<file path="src/rtl/rpn_pkg.sv">
`default_nettype none
// ============================================================================
// Module      : rpn_pkg
// Description : Shared types for the RPN token sender. Holds the TX/RX state
//               encodings, the buffered token layout and the operator codes
//               understood by the downstream RPN calculator.
// Revision    : 1.0 - initial release
// ============================================================================
package rpn_pkg;

  // Token handshake side: idle, strobing a token, waiting for ack release.
  typedef enum logic [1:0] {
    T_IDLE = 2'd0,
    T_SEND = 2'd1,
    T_GAP  = 2'd2
  } tx_state_e;

  // Result handshake side: waiting for a result, holding the acknowledge.
  typedef enum logic [0:0] {
    R_WAIT = 1'b0,
    R_HOLD = 1'b1
  } rx_state_e;

  typedef struct packed {
    logic       is_op;
    logic [3:0] data;
  } token_t;

  localparam logic [3:0] OP_ADD = 4'h0;
  localparam logic [3:0] OP_SUB = 4'h1;
  localparam logic [3:0] OP_MUL = 4'h2;
  localparam logic [3:0] OP_AND = 4'h3;

endpackage
`default_nettype wire

</file>
<file path="src/rtl/rpn_token_fifo.sv">
`default_nettype none
// ============================================================================
// Module      : rpn_token_fifo
// Description : Circular token buffer. Pushes while full and pops while empty
//               are ignored. The head token is visible combinationally.
// Ports       : clk, rst (async, active-low)
//               push/push_tok   - write side
//               pop/head_tok    - read side (head valid when !empty)
//               count/full/empty- occupancy status
// Revision    : 1.0 - initial release
// ============================================================================
module rpn_token_fifo
  import rpn_pkg::*;
#(
  parameter int DEPTH = 8
) (
  input  logic                       clk,
  input  logic                       rst,
  input  logic                       push,
  input  token_t                     push_tok,
  input  logic                       pop,
  output token_t                     head_tok,
  output logic [$clog2(DEPTH+1)-1:0] count,
  output logic                       full,
  output logic                       empty
);

  localparam int PTR_W = $clog2(DEPTH);
  localparam int CNT_W = $clog2(DEPTH + 1);

  token_t             mem_q [DEPTH];
  logic [PTR_W-1:0]   wr_ptr_q, wr_ptr_d;
  logic [PTR_W-1:0]   rd_ptr_q, rd_ptr_d;
  logic [CNT_W-1:0]   count_q, count_d;
  logic               do_push;
  logic               do_pop;

  assign full     = (count_q == CNT_W'(DEPTH));
  assign empty    = (count_q == '0);
  assign do_push  = push && !full;
  assign do_pop   = pop && !empty;
  assign head_tok = mem_q[rd_ptr_q];
  assign count    = count_q;

  // DEPTH is a power of two, so the pointers wrap naturally.
  always_comb begin
    wr_ptr_d = wr_ptr_q + (do_push ? PTR_W'(1) : PTR_W'(0));
    rd_ptr_d = rd_ptr_q + (do_pop ? PTR_W'(1) : PTR_W'(0));
    count_d  = count_q;
    case ({do_push, do_pop})
      2'b10:   count_d = count_q + CNT_W'(1);
      2'b01:   count_d = count_q - CNT_W'(1);
      default: count_d = count_q;
    endcase
  end

  always_ff @(posedge clk or negedge rst) begin
    if (!rst) begin
      wr_ptr_q <= '0;
      rd_ptr_q <= '0;
      count_q  <= '0;
    end else begin
      wr_ptr_q <= wr_ptr_d;
      rd_ptr_q <= rd_ptr_d;
      count_q  <= count_d;
    end
  end

  // Storage needs no reset: an empty count makes its contents unreachable.
  always_ff @(posedge clk) begin
    if (do_push) begin
      mem_q[wr_ptr_q] <= push_tok;
    end
  end

endmodule
`default_nettype wire

</file>
<file path="src/rtl/rpn_token_sender.sv">
`default_nettype none
// ============================================================================
// Module      : rpn_token_sender
// Description : Buffers user tokens and feeds them to an RPN calculator over a
//               four-phase strobe/ack handshake with an ack timeout; captures
//               calculator results over an independent four-phase handshake.
// Ports       : clk, rst (async, active-low)
//               tok_valid/tok_data/tok_is_op/tok_ready  - user token input
//               input_stb/input_data/is_input_operator/input_ack - to calc
//               output_stb/output_data/output_ack       - from calc
//               result_valid/result_data                - captured result
//               fifo_count, timeout_err, clr_err        - status/control
// Revision    : 1.0 - initial release
// ============================================================================
module rpn_token_sender
  import rpn_pkg::*;
#(
  parameter int DEPTH       = 8,
  parameter int ACK_TIMEOUT = 255
) (
  input  logic                       clk,
  input  logic                       rst,
  input  logic                       tok_valid,
  input  logic [3:0]                 tok_data,
  input  logic                       tok_is_op,
  output logic                       tok_ready,
  output logic                       input_stb,
  output logic [3:0]                 input_data,
  output logic                       is_input_operator,
  input  logic                       input_ack,
  input  logic                       output_stb,
  input  logic [3:0]                 output_data,
  output logic                       output_ack,
  output logic                       result_valid,
  output logic [3:0]                 result_data,
  output logic [$clog2(DEPTH+1)-1:0] fifo_count,
  output logic                       timeout_err,
  input  logic                       clr_err
);

  localparam int TMO_W = $clog2(ACK_TIMEOUT + 1);

  token_t            head_tok;
  token_t            push_tok;
  logic              fifo_full;
  logic              fifo_empty;
  logic              pop;
  logic              tmo_hit;

  tx_state_e         tx_state_q, tx_state_d;
  logic              stb_q, stb_d;
  token_t            tok_out_q, tok_out_d;
  logic [TMO_W-1:0]  tmo_cnt_q, tmo_cnt_d;
  logic              timeout_err_q, timeout_err_d;

  rx_state_e         rx_state_q, rx_state_d;
  logic              oack_q, oack_d;
  logic              rvalid_q, rvalid_d;
  logic [3:0]        rdata_q, rdata_d;

  assign push_tok.is_op = tok_is_op;
  assign push_tok.data  = tok_data;

  rpn_token_fifo #(
    .DEPTH (DEPTH)
  ) u_fifo (
    .clk      (clk),
    .rst      (rst),
    .push     (tok_valid),
    .push_tok (push_tok),
    .pop      (pop),
    .head_tok (head_tok),
    .count    (fifo_count),
    .full     (fifo_full),
    .empty    (fifo_empty)
  );

  assign tok_ready = !fifo_full;

  // Token side. An ack sampled on the same edge the timeout would expire
  // counts as a normal completion.
  always_comb begin
    tx_state_d = tx_state_q;
    stb_d      = stb_q;
    tok_out_d  = tok_out_q;
    tmo_cnt_d  = tmo_cnt_q;
    pop        = 1'b0;
    tmo_hit    = 1'b0;
    case (tx_state_q)
      T_IDLE: begin
        if (!fifo_empty) begin
          pop        = 1'b1;
          tok_out_d  = head_tok;
          stb_d      = 1'b1;
          tmo_cnt_d  = '0;
          tx_state_d = T_SEND;
        end
      end
      T_SEND: begin
        if (input_ack) begin
          stb_d      = 1'b0;
          tx_state_d = T_GAP;
        end else if (tmo_cnt_q == TMO_W'(ACK_TIMEOUT - 1)) begin
          stb_d      = 1'b0;
          tmo_hit    = 1'b1;
          tx_state_d = T_GAP;
        end else begin
          tmo_cnt_d  = tmo_cnt_q + TMO_W'(1);
        end
      end
      T_GAP: begin
        if (!input_ack) begin
          tx_state_d = T_IDLE;
        end
      end
      default: begin
        stb_d      = 1'b0;
        tx_state_d = T_IDLE;
      end
    endcase
    // A fresh timeout beats a simultaneous clear.
    timeout_err_d = tmo_hit ? 1'b1 : (clr_err ? 1'b0 : timeout_err_q);
  end

  // Result side, independent of the token side.
  always_comb begin
    rx_state_d = rx_state_q;
    oack_d     = oack_q;
    rdata_d    = rdata_q;
    rvalid_d   = 1'b0;
    if (rx_state_q == R_WAIT) begin
      if (output_stb) begin
        oack_d     = 1'b1;
        rdata_d    = output_data;
        rvalid_d   = 1'b1;
        rx_state_d = R_HOLD;
      end
    end else begin
      if (!output_stb) begin
        oack_d     = 1'b0;
        rx_state_d = R_WAIT;
      end
    end
  end

  always_ff @(posedge clk or negedge rst) begin
    if (!rst) begin
      tx_state_q    <= T_IDLE;
      stb_q         <= 1'b0;
      tok_out_q     <= '0;
      tmo_cnt_q     <= '0;
      timeout_err_q <= 1'b0;
      rx_state_q    <= R_WAIT;
      oack_q        <= 1'b0;
      rvalid_q      <= 1'b0;
      rdata_q       <= '0;
    end else begin
      tx_state_q    <= tx_state_d;
      stb_q         <= stb_d;
      tok_out_q     <= tok_out_d;
      tmo_cnt_q     <= tmo_cnt_d;
      timeout_err_q <= timeout_err_d;
      rx_state_q    <= rx_state_d;
      oack_q        <= oack_d;
      rvalid_q      <= rvalid_d;
      rdata_q       <= rdata_d;
    end
  end

  assign input_stb         = stb_q;
  assign input_data        = tok_out_q.data;
  assign is_input_operator = tok_out_q.is_op;
  assign timeout_err       = timeout_err_q;
  assign output_ack        = oack_q;
  assign result_valid      = rvalid_q;
  assign result_data       = rdata_q;

endmodule
`default_nettype wire

</file>
<file path="config.mk">
export PLATFORM = sky130hd
export DESIGN_NAME = rpn_token_sender
export DESIGN_NICKNAME = d
export VERILOG_FILES = /design/src/rtl/rpn_pkg.sv /design/src/rtl/rpn_token_fifo.sv /design/src/rtl/rpn_token_sender.sv
export SDC_FILE = /design/constraint.sdc
export NUM_CORES = 1
export LEC_CHECK = 0
export CAP_MARGIN = 10
export CORE_MARGIN = 4
export CORE_UTILIZATION = 45
export DETAILED_ROUTE_END_ITERATION = 6
export PLACE_DENSITY = 0.66
export SYNTH_ARGS = -nofsm -noshare
export SYNTH_HDL_FRONTEND = slang
export SYNTH_SLANG_ARGS = --single-unit
</file>
<file path="constraint.sdc">
create_clock -name clk -period 2.7 [get_ports clk]
set_input_delay 0.405 -clock clk [delete_from_list [all_inputs] [get_ports clk]]
set_output_delay 0.405 -clock clk [all_outputs]
set_load 0.05 [all_outputs]
</file>
After elaboration in Yosys (flattened, before gate mapping). Memory sizes are Yosys's and may differ from the RTL's. A register that Yosys moved wholly into a read port is not among the register bits. Cells that the tools add are included.

Muxes and demuxes: 30. Add/subtract/negate cells: 5. Reduce and logical (&&, ||, !) cells: 17. Equal/unequal tests: 12. Bitwise operators: 3.

Operators with widths (number): 2-to-1 mux 8 bit (3); 2-to-1 mux 1 bit (19); one-hot mux 8 bit (2 select lines) (1); != test 2 bit, second input constant (5); adder 8 x 1 -> 8 bit, second input constant (1); equality test 8 bit, second input constant (1); 2-to-1 mux 2 bit (4); one-hot mux 4 bit (2 select lines) (1); nonzero test 2 bit (4); adder 3 bit (2); one-hot mux 2 bit (3 select lines) (1); AND reduction 2 bit (3); AND reduction 3 bit (2); adder 4 x 1 -> 4 bit, second input constant (1); equality test 2 x 1 -> 1 bit, second input constant (2); equality test 2 bit, second input constant (2); equality test 4 bit, second input constant (1); zero test 4 bit (1); AND reduction 4 bit (1); subtractor 4 x 1 -> 4 bit, second input constant (1); zero test 1 bit (3); != test 3 bit, second input constant (1); inverter 1 bit (3); one-hot mux 1 bit (3 select lines) (1); other kinds (2) (3).

Output and inout bits: 18. Word-level logic and storage cells: 79. Flip-flop bits (word level): 29. Bits in writable memories: 40. Memories kept: 1.

Memories: u_fifo.mem_q (words 8, bits a word 5, rd ports 1, clocked after Yosys merged registers in 1, wr ports 1, line rpn_token_fifo.sv:31) `token_t mem_q [DEPTH];`.

Logic depth before layout (Yosys ltp). Gate-level depths: netlist of run 1.

Depth after elaboration: 6. Mapped depth: 10.

By module. From an unflattened synthesis of run 1, not the netlist that was laid out.

Cell total of the unflattened synthesis: 216. Area total of the unflattened synthesis: 3184.3 um2.

Modules (own cells, without submodules): rpn_token_fifo (sequential area each 1451.4 um2, area each 2103.3 um2, cells an instance 111, times used 1); rpn_token_sender (sequential area each 600.6 um2, area each 1081.0 um2, cells an instance 105, times used 1).

Worst setup path after synthesis of run 1. OpenSTA, ideal clock, no wires.

Path kind: register -> register. Start point: register u_fifo.count_q[1] (netlist: u_fifo.count[1]). End point: register u_fifo.count_q[2] (netlist: u_fifo.count[2]). Path buffers: 1. Library setup time: 0.149 ns. Data arrival time: 2.589 ns. Slack: -0.037 ns. Stages on the path, launching flop included: 10. Cell sequence: dfrtp_1 buf_6 or4b_4 nand2_1 ha_1 xor2_1 ha_1 o21a_1 nor3_1 xor2_1.

Elaborated cells between the ends (all ways): 14. Classes of those cells: 2 x add/sub; 3 x eq/ne; 3 x mux; 6 x reduce/logical.

RTL lines: from (decl) (line rpn_token_fifo.sv:34) `logic [CNT_W-1:0] count_q, count_d;`; from (signal assigned) (line rpn_token_fifo.sv:65) `count_q <= count_d;`; equality test 4 bit (*) (line rpn_token_fifo.sv:38) `assign full = (count_q == CNT_W'(DEPTH));`; zero test 1 bit (*); via tok_ready (line rpn_token_sender.sv:26) `output logic tok_ready,`; logical AND 1 bit (*) (line rpn_token_fifo.sv:40) `assign do_push = push && !full;`; equality test 2 x 1 -> 1 bit or equality test 2 bit (tied branches) (line rpn_token_fifo.sv:50) `case ({do_push, do_pop})`; one-hot mux 4 bit (2 select lines) or nonzero test 2 bit (tied branches).

Mark *: on every way through the listed nets, which the timed path passes. The rest lies on a longest branch. A chain may end at the register's enable or synchronous reset.

Worst setup path after layout of run 1.
Start point: register u_fifo.count_q[1] (netlist: u_fifo.count[1]). End point: output port tok_ready.

Cells in the longest elaborated chain, start to end: 2.

Ends and longest elaborated chain: equality test 4 bit (line rpn_token_fifo.sv:38); zero test 1 bit (line rpn_token_sender.sv:78) `assign tok_ready = !fifo_full;`; to (decl) (line rpn_token_sender.sv:26).

No other way between the ends.

==> results of run 1 <==
==> routing by layer <==
layer,vias up,GRT usage
li1,871,-
met1,869,0.1919
met2,43,0.2023
met3,7,0.04722
met4,0,0.06030
met5,-,0
==> path summary, 6_finish.rpt <==
path                            startpoint  slack [ps]           endpoint  cells past startpoint
setup / recovery           u_fifo.count[1]         180          tok_ready                      2
hold / removal                  rx_state_q         460         output_ack                      1
setup reg to reg           u_fifo.count[1]         210    u_fifo.count[2]                      9
hold reg to reg                 rx_state_q         460         output_ack                      1
max in group asynchronous              rst        1900    u_fifo.count[1]                      2
min in group asynchronous              rst         470  is_input_operator                      2
==> cells in the final DEF, fill, tap and decap left out, types with 5 or more instances in the layout <==
cell type,instances
edfxtp_1,40
dfrtp_1,33
clkdlybuf4s50_1,32
nand2_1,16
o21ai_0,13
mux4_2,10
nor2_1,9
clkbuf_8,9
mux2i_1,8
ha_1,8
nor3_1,7
mux2_2,7
buf_4,7
inv_1,5
xor2_1,5
==> synth_stat cells, types with 3 or more instances <==
library cell | instances | area, sq um
a21oi_1 | 4 | 20.02
and3_1 | 4 | 25.02
clkbuf_1 | 3 | 11.26
dfrtp_1 | 34 | 850.8
edfxtp_1 | 40 | 1201
ha_1 | 8 | 100.1
inv_1 | 5 | 18.77
mux2_2 | 7 | 78.83
mux2i_1 | 8 | 80.08
mux4_2 | 10 | 225.2
nand2_1 | 16 | 60.06
nand2b_1 | 4 | 25.02
nand3_1 | 3 | 15.01
nor2_1 | 9 | 33.78
nor3_1 | 7 | 35.03
o21ai_0 | 13 | 65.06
xor2_1 | 5 | 43.79
==> kinds of logic after synthesis <==
family | synth area share
AOI/OAI and AO/OA | 0.04487
adders and majority gates | 0.03205
DFF | 0.6571
xor gates and xnor gates | 0.01963
muxes | 0.1230
and+or+nand+nor | 0.1042
buffers and inverters | 0.01923
==> power by group through the flow <==
stage	clock, uW	combinational [uW]	sequential [uW]
after floorplan	0	900	1930
after global placement	0	1460	1790
after detailed placement	0	1480	1800
after CTS	868	1490	1770
after global routing	918	1610	1820
final	848	1460	1760
==> sequential cells by signal, summed over array words and instances, names as in the netlist <==
signal             count
input_data             4
input_stb              1
is_input_operator      1
output_ack             1
result_data            4
result_valid           1
rx_state_q             1
timeout_err            1
tmo_cnt_q              8
tx_state_q             2
u_fifo.count           4
u_fifo.mem_q          40
u_fifo.rd_ptr_q        3
u_fifo.wr_ptr_q        3
==> cell type report <==
| cell class | instances | area (sq um) |
|---|---|---|
| multi-input cells | 122 | 1011 |
| flip-flops and latches | 74 | 2053 |
| fillers | 570 | 2997 |
| clock inverters | 7 | 76.32 |
| well taps | 80 | 100.1 |
| repair buffers | 39 | 372.9 |
| clock buffers | 9 | 123.9 |
| inverters | 6 | 22.52 |
==> stage by stage <==
stage	power [uW]	cell area (sq um)	hold WS, ps	utilization	setup WS [ps]
after floorplan	2830	3124	109.4	-	59.98
after global placement	3251	3560	453.2	0.5269	278.2
after detailed placement	3277	3560	457.9	0.5269	230.7
after CTS	4128	3760	469.0	0.5565	157.6
after global routing	4346	3760	504.3	0.5565	6.971
final	4076	3760	459.7	0.5565	180.8
==> results.sh, run 1 <==
export IMPL_status="complete, no violations"
export IMPL_tightest_slew_ps=662.5
export IMPL_routed_top_layer="met4"
export IMPL_final_setup_viol_count=0
export IMPL_crit_buf_inv=1
export IMPL_synth_seq_area_share=0.6571
export IMPL_critPathLaunchType="register"
export IMPL_worstSetupEndpointType="output pin"
export IMPL_wl_met1_um=2548
export IMPL_p_int_uw=2565
export IMPL_power_frac_comb=0.359
export IMPL_critPathKind="register to output pin"
export IMPL_max_freq_mhz=397.0
export IMPL_drc_errors=0
export IMPL_cts_resized=0
export IMPL_root_buffer="clkbuf_8"
export IMPL_grt_first_pass_wirelength_um=8873
export IMPL_synthToLayoutAreaGrowth_pct=20.39
export IMPL_grt_antenna_before_repair=0
export IMPL_ant_nets=0
export IMPL_met3WireLength_um=275
export IMPL_route_met2_wl_um=2365
export IMPL_slew_viol_final=0
export IMPL_power_frac_seq=0.433
export IMPL_wire_per_inst_um=15.62
export IMPL_slowest_delay_ps=720
export IMPL_grt_max_degree=35
export IMPL_drive_gt1_frac=0.1829
export IMPL_synthFlopType="edfxtp_1"
export IMPL_clock_skew_ps=6.400
export IMPL_grt_remaining_overflow=0
export IMPL_worstPathArrival_ps=2110
export IMPL_ys_types=41
export IMPL_synth_edff_count=40
export IMPL_required_ps=2300
export IMPL_floorplan_initialDensity=0.4622
export IMPL_firstDrtPassIters=4
export IMPL_die_w_um=91.31
export IMPL_die_area_sq_mm=0.008337
export IMPL_cp_cell_sequence="or4b_4 -> clkdlybuf4s50_1"
export IMPL_core_area_sq_mm=0.006756
export IMPL_drt_iter0_drc=102
export IMPL_hp_class="register to register"
export IMPL_rsz0062_at_grt="false"
export IMPL_viasPerCell=5.312
export IMPL_grt_pass1_vias=1766
export IMPL_min_period_ps=2519
export IMPL_numCtsBuffers=9
export IMPL_htree_levels=3
export IMPL_layout_nets=275
export IMPL_period_share=0.9330
export IMPL_swShare=0.3707
export IMPL_ir_drop_v=0.0007616
export IMPL_leakage_uw=0.001446
export IMPL_cap_violations=0
export IMPL_clk_latency_ps=340
export IMPL_dp_cells=321
export IMPL_syn_avg_cell_area_sq_um=14.94
export IMPL_cp_slowest_cell="clkdlybuf4s50_1"
export IMPL_maxSlewHeadroom=0.5583
export IMPL_hold_viol_final=0
export IMPL_clk_path_buf_depth=2
export IMPL_clock_power_share=0.208
export IMPL_cts_sinks=74
export IMPL_routabilityCongestion=0.7884
export IMPL_synth_nets=232
export IMPL_numPortBuffers=32
export IMPL_antenna_cells=0
export IMPL_powerDensity_mw_per_mm2=1084
export IMPL_ys_ff_latch=74
export IMPL_fp_row_count=30
export IMPL_hpwl_um=3657
export IMPL_yosysWarnings=0
export IMPL_syn_cell_area_sq_mm=0.003123
export IMPL_postCtsSetupRepairBufs=0
export IMPL_holdBufCountCts=0
export IMPL_critical_path_top_delay_family="buffers and inverters"
export IMPL_vias=1790
export IMPL_ioPinCount=33
export IMPL_wirelength_um=5265
export IMPL_tns_ps=0
export IMPL_synthArstFlopShare=0.4595
export IMPL_grt_util_all_layers=0.1397
export IMPL_synth_cells=209
export IMPL_die_y_um=91.31
export IMPL_p_sw_uw=1511
export IMPL_clk_pin_slew_ps=80
export IMPL_finalNonFillerCells=337
export IMPL_worst_path_max_fanout=10
export IMPL_cts_tree="yes"
(Power assumes the default switching activity.)
==> run 2, diff against run 1 <==
--- a/config.mk
+++ b/config.mk
@@ -10,6 +10,7 @@
 export CORE_UTILIZATION = 45
 export DETAILED_ROUTE_END_ITERATION = 6
 export PLACE_DENSITY = 0.66
+export SKIP_CTS_REPAIR_TIMING = 1
 export SYNTH_ARGS = -nofsm -noshare
 export SYNTH_HDL_FRONTEND = slang
 export SYNTH_SLANG_ARGS = --single-unit
==> results of run 2 <==
No change in the layout: final DEF, timing and power equal those of run 1.
==> variant: new RTL, settings of run 1 <==
Put a register stage on the output `fifo_count`, with the module's reset. The value now appears one clock later. The other outputs are not delayed to match.
--- a/src/rtl/rpn_token_sender.sv
+++ b/src/rtl/rpn_token_sender.sv
@@ -42,2 +42,4 @@
 
+  logic [$clog2(DEPTH+1)-1:0] fifo_count_d;
+
   token_t            head_tok;
@@ -72,3 +74,3 @@
     .head_tok (head_tok),
-    .count    (fifo_count),
+    .count    (fifo_count_d),
     .full     (fifo_full),
@@ -177,2 +179,10 @@
 
+  always_ff @(posedge clk or negedge rst) begin
+    if (!rst) begin
+      fifo_count <= '0;
+    end else begin
+      fifo_count <= fifo_count_d;
+    end
+  end
+
 endmodule
Function: changed (a bounded check fails within 4 cycles, from zero or initial values and one cycle with rst low).
==> variant against run 1 <==
- non-clock buffer count is 3 higher
- routed wire length increased by 8.3%
- final area increased by 3.7%
- count of clock-buffer cells in the layout rose by 2
- power up 4.2%
- fmax decreased by 1.3%
- worst setup slack got worse by 0.034 ns
- hold slack got worse by 0.30 ns
- sequential cell count rose by 4
- synthesized area is 3.0% higher
- first-iteration DRC count shrank 15%
- clock power is 2% lower
- sequential share of layout area is 0.59 points higher
- critical path type unchanged
==> variant: results (changes against run 1) <==
Worst EP arrival=2.15 ns (+0.04 ns); via/cell ratio=5.11 (-3.7%); first-pass GRT wire length=9670 µm (+9.0%); Clock Skew=0.0102 ns (+0.00378 ns); post-synth top area share=37.3% (-1.1 points); post-synthesis net count=253 (+9.1%); status=complete, no violations; register area share after synthesis=66.9% (+1.2 points); leakage power total=1.57 nW (+8.7%); HPWL Detailed=4080 µm (+11%); worst vdd ir=630 µV (-17%); initial antenna violation count=0 (unchanged); final wirelength=5700 µm (+8.3%); internal power=2.66 mW (+3.8%); number of distinct library cells after synthesis=40 (-2.4%); TritonCTS buffer count=9 (unchanged); slew at the pin closest to its max-slew limit=0.828 ns (+0.165 ns); Clock Latency Late Sink=0.34 ns (about the same); DR iter-0 viols=87 (-15%); worst min path class=primary input to async pin; fillcell total=594 (+4.2%); GPL Wtd Cong=0.781 (-0.93%); ANT cells=0 (unchanged); Post-synth top cells=40 x edfxtp_1, 38 x dfrtp_1, 22 x mux2i_1, 17 x nand2_1; vias in the first global route=1968 (+11%); ys async rst share=48.7% (+2.8 points); Global Route Usage Sum=14.8% (+0.81 points); final layout net count=301 (+9.5%); pin count of the biggest net entering global routing=39 (+11%); cells taking the most area after synthesis=edfxtp_1 37%, dfrtp_1 30%, mux2i_1 6.8%; CP max FO=9 (-1); share of cells above drive strength 1=11.3% (-7.0 points)
-- variant: cell count changes after synthesis, sizes merged, moves of 3 or more --
cell / before / now
mux2i: 8 / 22
a22oi: 0 / 10
mux4: 10 / 0
nand3: 3 / 10
and2: 0 / 4
dfrtp: 34 / 38
a21oi: 4 / 1
and3: 4 / 1
o21ai: 13 / 10
-- variant: layout make-up --
class	instances	share of cell area [%]
multi-input cells	141	26.2
flip-flops and latches	78	55.2
clock inverters	5	1.28
well taps	96	3.08
repair buffers	42	10.0
inverters	6	0.578
clock buffers	11	3.63
-- variant: layer usage --
layer / vias up / part of all wire (%) / GRT usage [%]
met5: - / 0 / 0
met2: 38 / 48 / 22.9
met3: 11 / 2.9 / 2.76
met1: 940 / 47 / 20.1
met4: 0 / 1.9 / 7.05
li1: 949 / - / -
-- variant: worst paths after layout --
| path | start | end | slack, ns | cells past startpoint |
|---|---|---|---|---|
| worst max-delay path | u_fifo.count[1] | tok_ready | 0.15 | 2 |
| worst min-delay path | rst | is_input_operator | 0.16 | 1 |
| worst max register to register | u_fifo.count[1] | u_fifo.count[2] | 0.19 | 8 |
| worst min register to register | u_fifo.count[3] | fifo_count[3] | 0.46 | 0 |
| max in group asynchronous | rst | u_fifo.wr_ptr_q[2] | 2.01 | 1 |
| min in group clk | u_fifo.count[3] | fifo_count[3] | 0.46 | 0 |
-- variant: power groups by stage --
stage	registers (mW)	clock network, mW	logic [mW]
2_1_floorplan	2.06	0	0.840
3_3_place_gp	1.76	0	1.66
3_5_place_dp	1.77	0	1.69
4_1_cts	1.75	0.849	1.69
5_1_grt	1.79	0.896	1.83
6_report	1.75	0.830	1.67
-- variant: logic make-up after synthesis --
| group | synth area share (%) |
|---|---|
| adders and majority gates | 3.11 |
| muxes | 8.59 |
| and+or+nand+nor | 10.9 |
| buffers and inverters | 1.36 |
| AOI/OAI and AO/OA | 6.73 |
| DFF | 66.9 |
| xor gates and xnor gates | 2.45 |
-- variant: critical path, cell delays in order, from the launching register on --
cell	delay, ns
dfrtp_1	0.47
or4b_4	0.60
clkdlybuf4s50_1	0.74
-- variant: stage by stage --
step | utilization (%) | setup WS [ns] | std cells | cell area, µm² | power, mW
floorplan | - | 0.271 | 230 | 3220 | 2.90
global placement | 54.0 | 0.316 | 363 | 3710 | 3.42
detailed placement | 54.0 | 0.226 | 363 | 3710 | 3.46
CTS | 56.8 | 0.143 | 379 | 3900 | 4.29
global route | 56.8 | 0.0369 | 379 | 3900 | 4.52
finish | 56.8 | 0.147 | 379 | 3900 | 4.25
